[config.mk]
export PLATFORM = sky130hd
export DESIGN_NAME = maze_path_ctrl
export DESIGN_NICKNAME = d
export VERILOG_FILES = /design/src/rtl/maze_pkg.sv /design/src/rtl/path_stack.sv /design/src/rtl/maze_path_ctrl.sv
export SDC_FILE = /design/constraint.sdc
export NUM_CORES = 1
export LEC_CHECK = 0
export ABC_AREA = 1
export BUFFER_PORTS_ARGS = -buffer_cell sky130_fd_sc_hd__buf_2
export CORE_UTILIZATION = 40
export DETAILED_ROUTE_END_ITERATION = 12
export SLEW_MARGIN = 40
export SYNTH_ARGS = -nofsm -noshare
export SYNTH_HDL_FRONTEND = slang
export SYNTH_SLANG_ARGS = --single-unit
[constraint.sdc]
create_clock -name clk -period 5.98 [get_ports clk]
set_input_delay 0.897 -clock clk [delete_from_list [all_inputs] [get_ports clk]]
set_output_delay 0.897 -clock clk [all_outputs]
set_load 0.005 [all_outputs]
[src/rtl/maze_pkg.sv]
// rtl/maze_pkg.sv - shared states, direction codes and move arithmetic for the maze path controller
package maze_pkg;

    typedef enum logic [2:0] {
        ST_IDLE   = 3'd0,
        ST_SEARCH = 3'd1,
        ST_SOLVED = 3'd2,
        ST_REPLAY = 3'd3,
        ST_END    = 3'd4,
        ST_FAILED = 3'd5
    } state_e;

    localparam logic [1:0] DIR_UP    = 2'b00;
    localparam logic [1:0] DIR_RIGHT = 2'b01;
    localparam logic [1:0] DIR_DOWN  = 2'b10;
    localparam logic [1:0] DIR_LEFT  = 2'b11;

    localparam int DEPTH_DEFAULT = 256;

    // Position is {row, col}; both nibbles wrap modulo 16.
    function automatic logic [7:0] apply_dir(input logic [7:0] pos, input logic [1:0] dir);
        logic [3:0] row;
        logic [3:0] col;
        row = pos[7:4];
        col = pos[3:0];
        case (dir)
            DIR_UP:    row = row - 4'd1;
            DIR_RIGHT: col = col + 4'd1;
            DIR_DOWN:  row = row + 4'd1;
            default:   col = col - 4'd1;
        endcase
        return {row, col};
    endfunction

endpackage

[src/rtl/path_stack.sv]
// rtl/path_stack.sv - 2-bit path stack with push, pop, replace-top and indexed async read
module path_stack
    import maze_pkg::*;
#(
    parameter  int DEPTH = DEPTH_DEFAULT,
    localparam int AW    = (DEPTH > 1) ? $clog2(DEPTH) : 1,
    localparam int CW    = $clog2(DEPTH + 1)
) (
    input  logic          clk,
    input  logic          rst_n,
    input  logic          clear,
    input  logic          push,
    input  logic          pop,
    input  logic [1:0]    wr_data,
    input  logic [AW-1:0] rd_idx,
    output logic [1:0]    rd_data,
    output logic [CW-1:0] count,
    output logic          full,
    output logic          empty
);

    logic [1:0]    mem_q [DEPTH];
    logic [CW-1:0] count_q;
    logic [CW-1:0] count_d;
    logic          wr_en;
    logic [AW-1:0] wr_addr;

    assign full    = (count_q == CW'(DEPTH));
    assign empty   = (count_q == '0);
    assign count   = count_q;
    assign rd_data = mem_q[rd_idx];

    // Push+pop together overwrites the top entry; illegal operations are dropped here as well.
    always_comb begin
        count_d = count_q;
        wr_en   = 1'b0;
        wr_addr = count_q[AW-1:0];
        if (clear) begin
            count_d = '0;
        end else if (push && pop) begin
            if (!empty) begin
                wr_en   = 1'b1;
                wr_addr = AW'(count_q - 1'b1);
            end
        end else if (push) begin
            if (!full) begin
                wr_en   = 1'b1;
                count_d = count_q + 1'b1;
            end
        end else if (pop) begin
            if (!empty) begin
                count_d = count_q - 1'b1;
            end
        end
    end

    // Stack storage; contents survive reset, only the count is cleared.
    always_ff @(posedge clk) begin
        if (wr_en) begin
            mem_q[wr_addr] <= wr_data;
        end
    end

    // Entry count register.
    always_ff @(posedge clk or negedge rst_n) begin
        if (!rst_n) begin
            count_q <= '0;
        end else begin
            count_q <= count_d;
        end
    end

endmodule

[src/rtl/maze_path_ctrl.sv]
// rtl/maze_path_ctrl.sv - maze search/replay controller: FSM, step timer and position tracking
module maze_path_ctrl
    import maze_pkg::*;
#(
    parameter int STEP_CYCLES = 1,
    parameter int DEPTH       = DEPTH_DEFAULT
) (
    input  logic       clk,
    input  logic       rst,
    input  logic       Start,
    input  logic       Run,
    input  logic       step_valid,
    input  logic [1:0] step_dir,
    input  logic       step_pop,
    input  logic       solver_done,
    input  logic       solver_fail,
    output logic       solver_go,
    output logic       Fail,
    output logic       Done,
    output logic       The_End,
    output logic [7:0] Move
);

    localparam int AW = (DEPTH > 1) ? $clog2(DEPTH) : 1;
    localparam int CW = $clog2(DEPTH + 1);
    localparam logic [7:0] STEP_LAST = 8'(STEP_CYCLES - 1);

    state_e        state_q;
    state_e        state_d;
    logic [CW-1:0] index_q;
    logic [CW-1:0] index_d;
    logic [7:0]    step_q;
    logic [7:0]    step_d;
    logic [7:0]    move_q;
    logic [7:0]    move_d;
    logic          go_q;
    logic          go_d;
    logic          fail_q;
    logic          done_q;
    logic          the_end_q;

    logic          stk_clear;
    logic          stk_push;
    logic          stk_pop;
    logic [1:0]    stk_rd_data;
    logic [CW-1:0] stk_count;
    logic          stk_full;
    logic          stk_empty;
    logic          overflow;
    logic          underflow;

    path_stack #(
        .DEPTH (DEPTH)
    ) u_stack (
        .clk     (clk),
        .rst_n   (rst),
        .clear   (stk_clear),
        .push    (stk_push),
        .pop     (stk_pop),
        .wr_data (step_dir),
        .rd_idx  (index_q[AW-1:0]),
        .rd_data (stk_rd_data),
        .count   (stk_count),
        .full    (stk_full),
        .empty   (stk_empty)
    );

    // A lone push needs room; any pop (including replace) needs an entry.
    assign overflow  = step_valid && !step_pop && stk_full;
    assign underflow = step_pop && stk_empty;

    // Next-state, stack control and replay position.
    always_comb begin
        state_d   = state_q;
        index_d   = index_q;
        step_d    = step_q;
        move_d    = move_q;
        go_d      = 1'b0;
        stk_clear = 1'b0;
        stk_push  = 1'b0;
        stk_pop   = 1'b0;
        case (state_q)
            ST_IDLE, ST_END, ST_FAILED: begin
                if (Start) begin
                    state_d   = ST_SEARCH;
                    go_d      = 1'b1;
                    stk_clear = 1'b1;
                    index_d   = '0;
                    step_d    = '0;
                    move_d    = 8'h00;
                end
            end
            ST_SEARCH: begin
                if (overflow || underflow) begin
                    state_d = ST_FAILED;
                end else begin
                    stk_push = step_valid;
                    stk_pop  = step_pop;
                    if (solver_fail) begin
                        state_d = ST_FAILED;
                    end else if (solver_done) begin
                        state_d = ST_SOLVED;
                    end
                end
            end
            ST_SOLVED: begin
                if (Run) begin
                    state_d = ST_REPLAY;
                    index_d = '0;
                    step_d  = '0;
                    move_d  = 8'h00;
                end
            end
            ST_REPLAY: begin
                if (index_q == stk_count) begin
                    state_d = ST_END;
                end else if (step_q == STEP_LAST) begin
                    move_d  = apply_dir(move_q, stk_rd_data);
                    index_d = index_q + 1'b1;
                    step_d  = '0;
                end else begin
                    step_d = step_q + 8'd1;
                end
            end
            default: begin
                state_d = ST_IDLE;
            end
        endcase
    end

    // FSM, replay index, step timer and position registers.
    always_ff @(posedge clk or negedge rst) begin
        if (!rst) begin
            state_q <= ST_IDLE;
            index_q <= '0;
            step_q  <= '0;
            move_q  <= 8'h00;
            go_q    <= 1'b0;
        end else begin
            state_q <= state_d;
            index_q <= index_d;
            step_q  <= step_d;
            move_q  <= move_d;
            go_q    <= go_d;
        end
    end

    // Status flags registered from the next state so they line up with the FSM.
    always_ff @(posedge clk or negedge rst) begin
        if (!rst) begin
            fail_q    <= 1'b0;
            done_q    <= 1'b0;
            the_end_q <= 1'b0;
        end else begin
            fail_q    <= (state_d == ST_FAILED);
            done_q    <= (state_d == ST_SOLVED) || (state_d == ST_REPLAY) || (state_d == ST_END);
            the_end_q <= (state_d == ST_END);
        end
    end

    assign solver_go = go_q;
    assign Fail      = fail_q;
    assign Done      = done_q;
    assign The_End   = the_end_q;
    assign Move      = move_q;

endmodule

Word level (Yosys, flattened, before mapping)
Memory sizes are Yosys's and may differ from the RTL's.
Index checks and enable logic that the tools add are counted.

operators by class
  reduce and logical (&&, ||, !) cells = 21
  add/sub/neg operators = 8
  multiplexer cells = 44
  equal/unequal tests = 22

operators with widths
  cell                                                 number
  two-way mux 9 bit                                    10
  two-way mux 8 bit                                    9
  one-hot mux 8 bit (3 select lines)                   2
  one-hot mux 9 bit (3 select lines)                   1
  adder 9 x 1 -> 9 bit, second input constant          2
  two-way mux 3 bit                                    6
  one-hot mux 4 bit (2 select lines)                   2
  two-way mux 1 bit                                    13
  equality test 3 x 2 -> 1 bit, second input constant  4
  equality test 3 bit, second input constant           4
  inequality test 2 bit, second input constant         6
  one-hot mux 3 bit (4 select lines)                   1
  AND reduction 6 bit                                  2
  equality test 9 bit                                  1
  equality test 9 bit, second input constant           1
  logical NOT 9 bit                                    1
  subtractor 9 x 1 -> 9 bit, second input constant     1
  adder 4 x 1 -> 4 bit, second input constant          2
  adder 8 x 1 -> 8 bit, second input constant          1
  logical NOT 8 bit                                    1
  AND reduction 4 bit                                  2
  subtractor 4 x 1 -> 4 bit, second input constant     2
  nonzero test 3 bit                                   2
  AND reduction 5 bit                                  1
  other kinds (13)                                     18

storage, ports and cells
  bits of input ports = 10
  memory bits (writable) = 512
  register bits after elaboration = 41
  memories kept = 1
  logic and storage cells = 106
  output and inout bits = 12

memories
  name           depth  bits a word  read ports  clocked after memory_dff  wr ports  line              source
  u_stack.mem_q  256    2            1           0                         1         path_stack.sv:22  logic [1:0] mem_q [DEPTH];

Logic depth before layout (Yosys ltp)
Gate-level depths: netlist of the first run.

  depth after elaboration = 11
  gate-level depth with buffers = 30
  gate-level depth less buffers = 28

Modules after synthesis
Synthesis of the first run repeated with hierarchy kept, for this count alone.

unflattened totals
  cells, all modules = 2,417
  area, all modules = 24,672.4 µm²

by module, submodules not included
  module          instances  cells an instance  area each (µm²)  seq. area each (µm²)
  path_stack      1          2,144              22,591.7         15,600.0
  maze_path_ctrl  1          273                2,080.7          800.8

Worst setup path before layout of the first run
No wires, ideal clock.

  path kind = reg-to-reg
  start = register index_q[0]
  end = register move_q[7] (netlist: Move[7])
  cell stages (with the launch flop) = 23
  arrival time = 3.080 ns
  path slack = 2.784 ns
  buffers on the path = 3
  period minus slack after synthesis = 3.196 ns
  required time = 5.863 ns
  library setup time = 0.117 ns
  cells stage by stage = dfrtp_1 > inv_1 > clkbuf_1 > clkbuf_1 > buf_1 > nor2_1 > o211ai_1 > nand3_1 > nand2_1 > nand3_1 > nand3_1 > nand3_1 > nand2_1 > inv_1 > nor2_1 > inv_1 > ha_1 > a21oi_1 > nand2_1 > xor2_1 > nand3_1 > nand3_1 > nand2_1

between the ends
  word-level cells in the longest chain between the ends = 6
  elaborated cells on any way between the ends = 11
  those cells by class = 4 x eq/ne; 4 x mux; 2 x reduce/logical; 1 x memory

RTL lines
  item                                                      line                   source
  from (decl)                                               maze_path_ctrl.sv:30   logic [CW-1:0] index_q;
  from (signal assigned)                                    maze_path_ctrl.sv:141  index_q <= index_d;
  memory (256 x 2 bit)                                      -
  equality test 2 bit or logical NOT 2 bit (tied branches)  maze_pkg.sv:26         case (dir)
  one-hot mux 4 bit (2 select lines)                        maze_pkg.sv:26
  two-way mux 8 bit                                         maze_path_ctrl.sv:117  end else if (step_q == STEP_LAST) begin
  two-way mux 8 bit                                         maze_path_ctrl.sv:115  if (index_q == stk_count) begin
  one-hot mux 8 bit (3 select lines)                        maze_path_ctrl.sv:82   case (state_q)
  to (signal assigned)                                      maze_path_ctrl.sv:143  move_q <= move_d;
  to (decl)                                                 maze_path_ctrl.sv:34   logic [7:0] move_q;

Parallel ways exist; a longest one is shown, timed or not. The select of a mux whose other input is x is not followed.
A chain may end at the register's enable or synchronous reset.

Final worst setup path of the first run
  start = register index_q[2]
  end = register move_q[7] (netlist: Move[7])

The elaborated chain is that of the path after synthesis.

==> reports/results.tsv, run 1 <==
metric	value	unit
Die ar.	0.0643	mm^2
total CTS buffers	58	
synthesized area	0.0253	mm^2
# diodes	0	
most common cell after layout, fill and taps aside	nand2_1	
worst hold path type	in2async	
Fillers	5970	
via-per-instance ratio	5.23	
clk buf depth	3	
most frequent cells in the layout	nand2_1 (637), nor2_1 (531), edfxtp_1 (512)	
net count reported at finish	2639	
Final setup viols	0	
Overflow after GRT	0	
post-synthesis sequential area ratio	64.8	%
Pleak	10.5	nW
total chip power	0.0108	W
post-CTS setup buffers	0	
Initial DRC Count	1741	
max_cap viols	0	
CTS tree	yes	
status	finished, final reports clean	
die height	254	um
Worst slew margin	35.1	%
number of distinct library cells after synthesis	38	
syn nets	2663	
hold buffer count at CTS	0	
post-synthesis register bit count	553	
Layout area overhead	10.6	%
Global Route Usage Sum	20.8	%
CTS H-tree depth	2	
Warnings, synthesis	0	
CP Max Fanout	17	
Clock Skews	0.0184	ns
CP arrival	4.68	ns
worst vdd rail ir drop	0.330	mV
via count	18300	
setup tns final	0	ns
footprint of the multi-input gates	0.00749	mm^2
cts repair resizes	0	
Port Buffer Count	21	
RSZ-0062 raised after global routing	false	
Ports	22	
largest net degree at the start of global routing	180	
Max Freq	0.240	GHz
Die X	254	um
Slew Viols, Final	0	
Worst-path clk slew	0.06	ns
FP Rows	91	
min Tclk post-route	4.17	ns
Slew @ Worst Pin	0.973	ns
PD cells	387	mW/mm^2
internal reg-to-reg setup slack	1.81	ns
vias in the first global route	17500	
Core ar.	0.0622	mm^2
Avg Inst Size Synth	9.58	um^2
Clk Latency, worst-skew pair	0.62	ns
Final period util	69.7	%
initial antenna violation count	0	
TritonCTS Sinks	553	
DRC	0	
Final Hold Vio Count	0	
WL/cell	19.1	um
Placer Congestion	0.863	
register area	0.0164	mm^2
Crit Path Class	reg2reg	
Routed WL	66.7	mm
Starting Density	40.7	%
CTS Root Cell	clkbuf_16	
Cells after Synth	2642	
share of post-route cells with drive strength above 1	6.63	%
critical path startpoint category	register	
Routed Antenna Nets	0	
crit path capture type	register	
DP Wirelength	38.7	mm
first-pass GRT wire length	102	mm
Pre-Repair DR Iteration Count	7	
Req. time, crit path	6.49	ns
## flip-flops by register name, summed over array words and instances, names as in the netlist
name,flops
step_q,8
Fail,1
index_q,9
The_End,1
solver_go,1
Done,1
u_stack.mem_q,512
state_q,3
u_stack.count,9
Move,8
## synth_stat cells
master	count	area, um^2
a21oi_1	34	170
and2_1	1	6.26
and3_1	1	6.26
buf_1	29	109
buf_2	28	140
clkbuf_1	86	323
clkinv_1	4	15.0
dfrtp_1	41	1030
edfxtp_1	512	15400
fa_1	2	40.0
ha_1	9	113
inv_1	219	822
inv_2	9	33.8
nand2_1	637	2390
nand2_2	3	18.8
nand3_1	236	1180
nand3_2	2	20.0
nand3_4	1	17.5
nand3b_1	2	15.0
nand4_1	4	25.0
nor2_1	534	2000
nor2_2	11	68.8
nor3_1	14	70.1
nor3b_1	1	7.51
nor4_1	5	31.3
o211ai_1	17	128
o21a_1	1	7.51
o21ai_0	151	756
o21ai_1	3	15.0
o21ai_2	2	17.5
o21bai_1	1	7.51
o22ai_1	2	12.5
o31ai_1	3	22.5
or2_1	1	6.26
or2_2	6	37.5
xnor2_1	2	17.5
xor2_1	26	228
xor2_2	2	32.5
## worst max-delay path, cell delays in order (launching register included)
cell and delay [ns]:
dfrtp_1 0.76, nand2_1 0.21, inv_1 0.54, buf_4 0.36, nand2_1 0.08, nand2_1 0.07
inv_1 0.04, nand2_1 0.06, nand2_1 0.05, nand2_1 0.09, inv_1 0.04, nand2_1 0.06
nand2_1 0.05, nand2_1 0.12, inv_1 0.10, nand2_1 0.10, inv_1 0.06, nor2_1 0.18
inv_1 0.10, ha_1 0.33, a21oi_1 0.14, nand2_1 0.07, xor2_1 0.19, nand3_1 0.10
nand3_1 0.09, nand2_1 0.05
## layout make-up
cell class	instances	area share, %
multi-input combinational	1714	26.7
clock buffer	70	5.42
tap	837	3.74
timing repair buffer	59	1.74
sequential	553	58.6
clock inverter	27	0.634
inverter	232	3.14
## worst paths after layout
check                                            start  cells after the start                      endpoint
worst max-delay path            index_q[2]$_DFFE_PN0P_                     25           Move[7]$_DFFE_PN0P_
worst min-delay path                               rst                      1  u_stack.count[2]$_DFFE_PN0P_
worst max register to register  index_q[2]$_DFFE_PN0P_                     25           Move[7]$_DFFE_PN0P_
worst min register to register     Move[6]$_DFFE_PN0P_                      2           Move[6]$_DFFE_PN0P_
max in group asynchronous                          rst                      1        index_q[0]$_DFFE_PN0P_
min in group clk                   Move[6]$_DFFE_PN0P_                      2           Move[6]$_DFFE_PN0P_
## per-stage QoR
stage / setup slack [ns] / cells / area (um^2) / utilization [%] / hold slack, ns
after floorplan: 2.78 / 2642 / 25300 / - / 0.493
after global placement: 1.96 / 3394 / 26300 / 42.2 / 0.525
after detailed placement: 1.87 / 3394 / 26300 / 42.3 / 0.532
after CTS: 1.84 / 3491 / 28000 / 45.0 / 0.247
after global routing: 1.49 / 3492 / 28000 / 45.1 / 0.281
final: 1.81 / 3492 / 28000 / 45.1 / 0.262
## cells by family after synthesis
kind of cell    synth area share (%)
simple gates                    23.3
fa+ha+maj                      0.603
flops                           64.8
xor+xnor                        1.10
buf+inv                         5.70
compound gates                  4.49
## where the power goes
group	switching (W)	internal [W]
clock	0.00146	0.00186
combinational	0.00228	0.000827
sequential	0.0000944	0.00432
## routing by layer
layer / wire length [um] / GRT usage (%) / vias up
met5: 0 / 0 / -
met4: 1590 / 5.68 / 0
met3: 4610 / 3.46 / 100
met2: 31500 / 34.3 / 589
met1: 28900 / 28.5 / 8939
li1: - / - / 8639
No activity file was read; power rests on OpenSTA's default activity.
==> run 2: changes to the inputs <==
- clock period: 5.98 -> 3.9 ns (I/O delays scaled with it)
==> reports/results.tsv, run 2 (synthesis results as in run 1) <==
metric	value	unit	change
status	finished, final reports clean		
DP Wirelength	40.4	mm	+4.4%
Overflow after GRT	0		unchanged
clk buf depth	3		unchanged
Layout area overhead	13.9	%	
placed insts	3447		+1.6%
Req. time, crit path	4.21	ns	-2.28 ns
register area	0.0164	mm^2	unchanged
Die X	254	um	unchanged
WL/cell	18.9	um	-0.82%
Clock Skews	0.0185	ns	+0.000141 ns
Pre-Repair DR Iteration Count	5		-2
RSZ-0062 raised after global routing	true		
fin cells	3559		+1.9%
via count	18500		+1.4%
largest net degree at the start of global routing	119		-34%
Setup WS pre-CTS	0.196	ns	-1.67 ns
initial antenna violation count	0		unchanged
Clk Latency, worst-skew pair	0.62	ns	about the same
TritonCTS Sinks	553		unchanged
Slew Viols, Final	0		unchanged
Slew @ Worst Pin	0.822	ns	-0.152 ns
Final period util	96.8	%	+27 points
net count reported at finish	2695		+2.1%
# diodes	0		unchanged
Worst slew margin	45.2	%	+10 points
Internal Power	0.0114	W	+63%
Routed WL	67.4	mm	+1.1%
total chip power	0.0173	W	+60%
Worst-path clk slew	0.06	ns	about the same
crit path capture type	register		
min Tclk post-route	3.78	ns	-0.393 ns
critical path startpoint category	register		
die height	254	um	unchanged
Fillers	5847		-2.1%
Core ar.	0.0622	mm^2	unchanged
Initial DRC Count	1811		+4.0%
Hold Path Depth	3		
GR peak layer	met2		
crit path launch	u_stack.count[0]$_DFFE_PN0P_		
met1 Use GR	28.2	%	-0.27 points
Placer Congestion	0.878		+1.7%
FP Rows	91		unchanged
Die ar.	0.0643	mm^2	unchanged
max reg flops	512		unchanged
routing usage on met2	34.5	%	+0.27 points
worst vdd rail ir drop	0.372	mV	+13%
Setup WS post-layout	0.125	ns	-1.69 ns
Crit Path Class	reg2reg		
CTS H-tree depth	2		unchanged
most frequent cells in the layout	nand2_1 (637), nor2_1 (531), edfxtp_1 (512)		
CTS Root Cell	clkbuf_16		
Ports	22		unchanged
Register-to-Register Path Depth	15		-40%
worst hold path type	in2reg		
Final setup viols	0		unchanged
Combinational Power Share	28.6	%	about the same
CTS tree	yes		
clock share of power	32.4	%	+1.8 points
CP arrival	4.08	ns	-0.60 ns
Port Buffer Count	21		unchanged
Starting Density	40.7	%	unchanged
PD cells	600	mW/mm^2	+55%
setup tns final	0	ns	unchanged
RR Startpoint	u_stack.count[0]$_DFFE_PN0P_		
most common cell after layout, fill and taps aside	nand2_1		
Final Hold Vio Count	0		unchanged
HP Start	Run		
via-per-instance ratio	5.21		-0.49%
Post-Route Utilization	46.4	%	+1.3 points
Routed Antenna Nets	0		unchanged
Pleak	11.0	nW	+4.2%
vias in the first global route	18300		+4.6%
total CTS buffers	58		unchanged
NetSw	0.00588	W	+53%
GR Util met3	3.64	%	+0.17 points
share of post-route cells with drive strength above 1	9.11	%	+2.5 points
Global Route Usage Sum	21.1	%	+0.30 points
Max Freq	0.265	GHz	+10%
CP Max Fanout	16		-1
footprint of the multi-input gates	0.00749	mm^2	unchanged
DRC	0		unchanged
Net Sw Frac	34.0	%	-1.4 points
Biggest register	u_stack.mem_q		
first-pass GRT wire length	103	mm	+1.5%
sequential share of power	39.0	%	-1.7 points
max_cap viols	0		unchanged
## run 2: cell types whose count changed in the layout (fill, tap and decap cells not counted), sizes merged
cell / delta
buf: +54
inv: -1
bufinv: +5
clkinv: +3
clkbuf: +3
dlygate4sd3: +1
clkinvlp: +2
## run 2: cell type report
type / instances / area share, %
clock inverters: 36 / 1.32
well taps: 837 / 3.63
multi-input cells: 1714 / 26.0
flip-flops and latches: 553 / 56.9
clock buffers: 72 / 5.36
inverters: 232 / 3.05
repair buffers: 115 / 3.75
## run 2: power by group through the flow
| stage | Clock (W) | Combinational (W) | Sequential (W) |
|---|---|---|---|
| 2_1_floorplan | 0 | 0.00321 | 0.00683 |
| 3_3_place_gp | 0 | 0.00477 | 0.00687 |
| 3_5_place_dp | 0 | 0.00484 | 0.00688 |
| 4_1_cts | 0.00570 | 0.00486 | 0.00676 |
| 5_1_grt | 0.00593 | 0.00551 | 0.00677 |
| 6_report | 0.00561 | 0.00495 | 0.00676 |
## run 2: repair_timing
| action | 4_1_cts | 5_1_grt |
|---|---|---|
| buffers inserted | 0 | 2 |
| gates resized for setup | 0 | 4 |
| endpoints found under the hold margin | 41 | 0 |
| endpoints found under the setup margin | 0 | 65 |
| hold buffers | 1 | 0 |
## run 2: final timing paths
kind	to	slack, ns
max	u_stack.mem_q[15][1]$_DFFE_PP_	0.12
min	state_q[0]$_DFF_PN0_	0.26
max reg2reg	u_stack.mem_q[15][1]$_DFFE_PP_	0.12
min reg2reg	Move[6]$_DFFE_PN0P_	0.51
max in group asynchronous	index_q[0]$_DFFE_PN0P_	2.91
min in group asynchronous	u_stack.count[1]$_DFFE_PN0P_	0.52
## run 2: routing by layer
layer  vias to the layer above  wire length (um)
li1                       8770                 -
met4                         0              2300
met1                      8970             28600
met2                       648             31400
met3                       138              5100
met5                         -                 0
## run 2: metrics by stage
step | area [um^2] | hold WS (ns)
after global routing | 28800 | 0.274
final | 28800 | 0.265
after global placement | 26800 | 0.504
after CTS | 28800 | 0.233
after floorplan | 25300 | 0.289
after detailed placement | 26800 | 0.513
## run 2: critical path: stages (launching register included)
cell and delay [ns]:
dfrtp_1 0.43, inv_1 0.18, ha_1 0.23, nand3_2 0.16
nor3_1 0.25, nand2_1 0.15, nand2_1 0.10, nor2_2 0.05
nand3_4 0.12, inv_2 0.10, nand2_1 0.06, o21ai_1 0.19
buf_4 0.21, nor2_1 0.37, nand2_1 0.52, nor2_1 0.34
==> run 3: changes to the inputs <==
--- a/config.mk
+++ b/config.mk
@@ -13,3 +13,4 @@
 export SYNTH_ARGS = -nofsm -noshare
 export SYNTH_HDL_FRONTEND = slang
+export SYNTH_HIERARCHICAL = 1
 export SYNTH_SLANG_ARGS = --single-unit
==> constraint.sdc (replaced) <==
create_clock -name clk -period 3.9 [get_ports clk]
set_input_delay 0.585 -clock clk [delete_from_list [all_inputs] [get_ports clk]]
set_output_delay 0.585 -clock clk [all_outputs]
set_load 0.01 [all_outputs]
==> reports/results.tsv, run 3 <==
metric	value	unit	change
status	finished, final reports clean		
Fillers	5633		-3.7%
post-synthesis register bit count	553		unchanged
Crit Path Class	reg2reg		
min Tclk post-route	3.62	ns	-0.155 ns
Final setup viols	0		unchanged
worst path cell trace	inv_1 -> ha_1 -> inv_1 -> nor4_2 -> nand3_1 -> o21ai_0 -> inv_1 -> nand2_1 -> nor2_1 -> inv_2 -> nor2_4 -> inv_1 -> nor2_4 -> buf_4 -> o21ai_2 -> inv_1 -> nor2_4 -> nand2_2 -> buf_12 -> nor2_1		
Routed WL	65.6	mm	-2.6%
Biggest register	u_stack/mem_q		
first-pass GRT wire length	101	mm	-1.8%
Main synth FF type	edfxtp_1		
worst vdd rail ir drop	0.361	mV	-2.8%
Worst-path clk slew	0.06	ns	about the same
Routed Antenna Nets	0		unchanged
Port Buffer Count	21		unchanged
Worst slew margin	53.3	%	+8.1 points
via count	17700		-4.2%
worst hold path type	in2reg		
share of post-route cells with drive strength above 1	10.7	%	+1.6 points
Die X	250	um	-1.3%
CP arrival	3.95	ns	-0.13 ns
CTS H-tree depth	2		unchanged
Net Sw Frac	31.7	%	-2.3 points
vias in the first global route	17700		-3.4%
clock share of power	34.6	%	+2.2 points
Slew @ Worst Pin	0.700	ns	-0.122 ns
initial antenna violation count	0		unchanged
Core ar.	0.0607	mm^2	-2.4%
net count reported at finish	2464		-8.6%
Req. time, crit path	4.23	ns	+0.02 ns
sequential share of power	41.8	%	+2.8 points
Initial DRC Count	1593		-12%
Combinational Power Share	23.6	%	-5.0 points
crit path capture type	register		
NetSw	0.00510	W	-13%
via-per-instance ratio	5.42		+4.2%
number of distinct library cells after synthesis	36		-5.3%
Layout area overhead	14.4	%	
most common cell after layout, fill and taps aside	nand2_1		
Final Hold Vio Count	0		unchanged
Crit-path slowest cell	dfrtp_1		
Overflow after GRT	0		unchanged
Synth area leader	edfxtp_1		
total CTS buffers	59		+1.7%
WL/cell	20.1	um	+5.9%
PD cells	570	mW/mm^2	-5.1%
post-synthesis sequential area ratio	66.5	%	+1.7 points
synthesized area	0.0247	mm^2	-2.5%
Starting Density	40.6	%	-0.074 points
Placed Area	0.0262	mm^2	-2.5%
Ports	22		unchanged
Finished Cell Area	0.0282	mm^2	-2.2%
crit-path max cell delay	0.37	ns	-0.15 ns
CTS tree	yes		
DP Wirelength	38.9	mm	-3.8%
critical path startpoint category	register		
Global Route Usage Sum	21.0	%	-0.12 points
Pre-Repair DR Iteration Count	6		+1
most used cell, CP	inv_1		
clk buf depth	3		unchanged
TritonCTS Sinks	553		unchanged
Final period util	92.8	%	-4.0 points
DRC	0		unchanged
Warnings, synthesis	6		+6
max reg flops	512		unchanged
largest net degree at the start of global routing	144		+21%
placed insts	3157		-8.4%
Internal Power	0.0110	W	-3.9%
Cells after Synth	2417		-8.5%
die height	250	um	-1.3%
most frequent cells in the layout	nand2_1 (674), nand3_1 (514), edfxtp_1 (512)		
fin cells	3273		-8.0%
Placer Congestion	0.834		-5.0%
CTS Root Cell	clkbuf_16		
max_cap viols	0		unchanged
Synth area leaders	edfxtp_1 (62%), nand3_1 (10%), nand2_1 (10%)		
most numerous cell in the Yosys netlist	nand2_1		
most instantiated cells after synthesis	nand2_1 (674), nand3_1 (515), edfxtp_1 (512)		
Post-synth ARST share	7.41	%	unchanged
Pleak	10.1	nW	-8.2%
Yosys top cell area share	62.3	%	+1.6 points
Avg Inst Size Synth	10.2	um^2	+6.5%
Clock Skews	0.0184	ns	-0.000168 ns
Die ar.	0.0627	mm^2	-2.5%
Slew Viols, Final	0		unchanged
total chip power	0.0161	W	-7.1%
Clk Latency, worst-skew pair	0.64	ns	+0.02 ns
syn nets	2439		-8.4%
FP Rows	90		-1.1%
final hold slack	0.326	ns	+0.0613 ns
Max Freq	0.276	GHz	+4.3%
Post-synth EDFFs	512		unchanged
# diodes	0		unchanged
CP Max Fanout	11		-5
-- run 3: worst paths after layout --
kind | startpoint | end | slack (ns) | depth (start not counted)
worst max-delay path | u_stack/count[0]$_DFFE_PN0P_ | u_stack/mem_q[107][0]$_DFFE_PP_ | 0.28 | 20
min in group asynchronous | rst | The_End$_DFF_PN0_ | 0.49 | 2
worst min register to register | Move[6]$_DFFE_PN0P_ | Move[6]$_DFFE_PN0P_ | 0.52 | 2
max in group asynchronous | rst | index_q[0]$_DFFE_PN0P_ | 2.98 | 2
worst min-delay path | solver_done | state_q[1]$_DFF_PN0_ | 0.33 | 5
worst max register to register | u_stack/count[0]$_DFFE_PN0P_ | u_stack/mem_q[107][0]$_DFFE_PP_ | 0.28 | 20
-- run 3: layout make-up --
type / count / area [um^2] / area share (%)
Sequential cell: 553 / 16400 / 58.2
Tap cell: 782 / 978 / 3.47
Inverter: 79 / 307 / 1.09
Clock buffer: 78 / 1580 / 5.60
Multi-Input combinational cell: 1640 / 7430 / 26.3
Clock inverter: 32 / 344 / 1.22
Timing Repair Buffer: 109 / 1170 / 4.15
-- run 3: through the flow --
stage                     setup slack, ns  utilization, %  setup TNS [ns]
after CTS                           0.147            46.3               0
after global placement              0.145            43.1               0
after global routing             -0.00423            46.5         -0.0178
final                               0.279            46.5               0
after detailed placement            0.170            43.1               0
after floorplan                     0.623               -               0
-- run 3: repair_timing --
item / CTS / global route
gates resized for setup: 0 / 15
hold buffers: 1 / 0
buffers inserted: 0 / 4
setup endpoints to repair: 0 / 465
endpoints found under the hold margin: 41 / 0
-- run 3: kinds of logic (layout without fill, tap and decap cells) --
family / Yosys count / in the layout / synth area share, %
adders and majority gates: 12 / 12 / 0.669
AOI/OAI and AO/OA: 50 / 50 / 1.28
and+or+nand+nor: 1549 / 1549 / 26.9
DFF: 553 / 553 / 66.5
buffers and inverters: 224 / 298 / 3.63
xor gates and xnor gates: 29 / 29 / 1.03
-- run 3: critical path: cells and delay by family, from the launching register on --
| kind | cells | cell delay [ns] |
|---|---|---|
| compound gates | 2 | 0.34 |
| fa+ha+maj | 1 | 0.18 |
| buf+inv | 8 | 1.06 |
| flops | 1 | 0.37 |
| simple gates | 9 | 1.34 |
-- run 3: power groups by stage --
stage | registers [W] | logic (W) | clock network (W)
6_report | 0.00672 | 0.00379 | 0.00557
5_1_grt | 0.00673 | 0.00414 | 0.00589
4_1_cts | 0.00672 | 0.00372 | 0.00567
3_5_place_dp | 0.00684 | 0.00370 | 0
3_3_place_gp | 0.00684 | 0.00368 | 0
2_1_floorplan | 0.00686 | 0.00222 | 0
-- run 3: metal layers --
metal | global-route usage [%] | vias up | part of all wire, %
li1 | - | 8309 | -
met5 | 0 | - | 0
met4 | 6.85 | 0 | 2.8
met3 | 2.68 | 127 | 6.7
met1 | 28.2 | 8711 | 42
met2 | 35.3 | 601 | 48
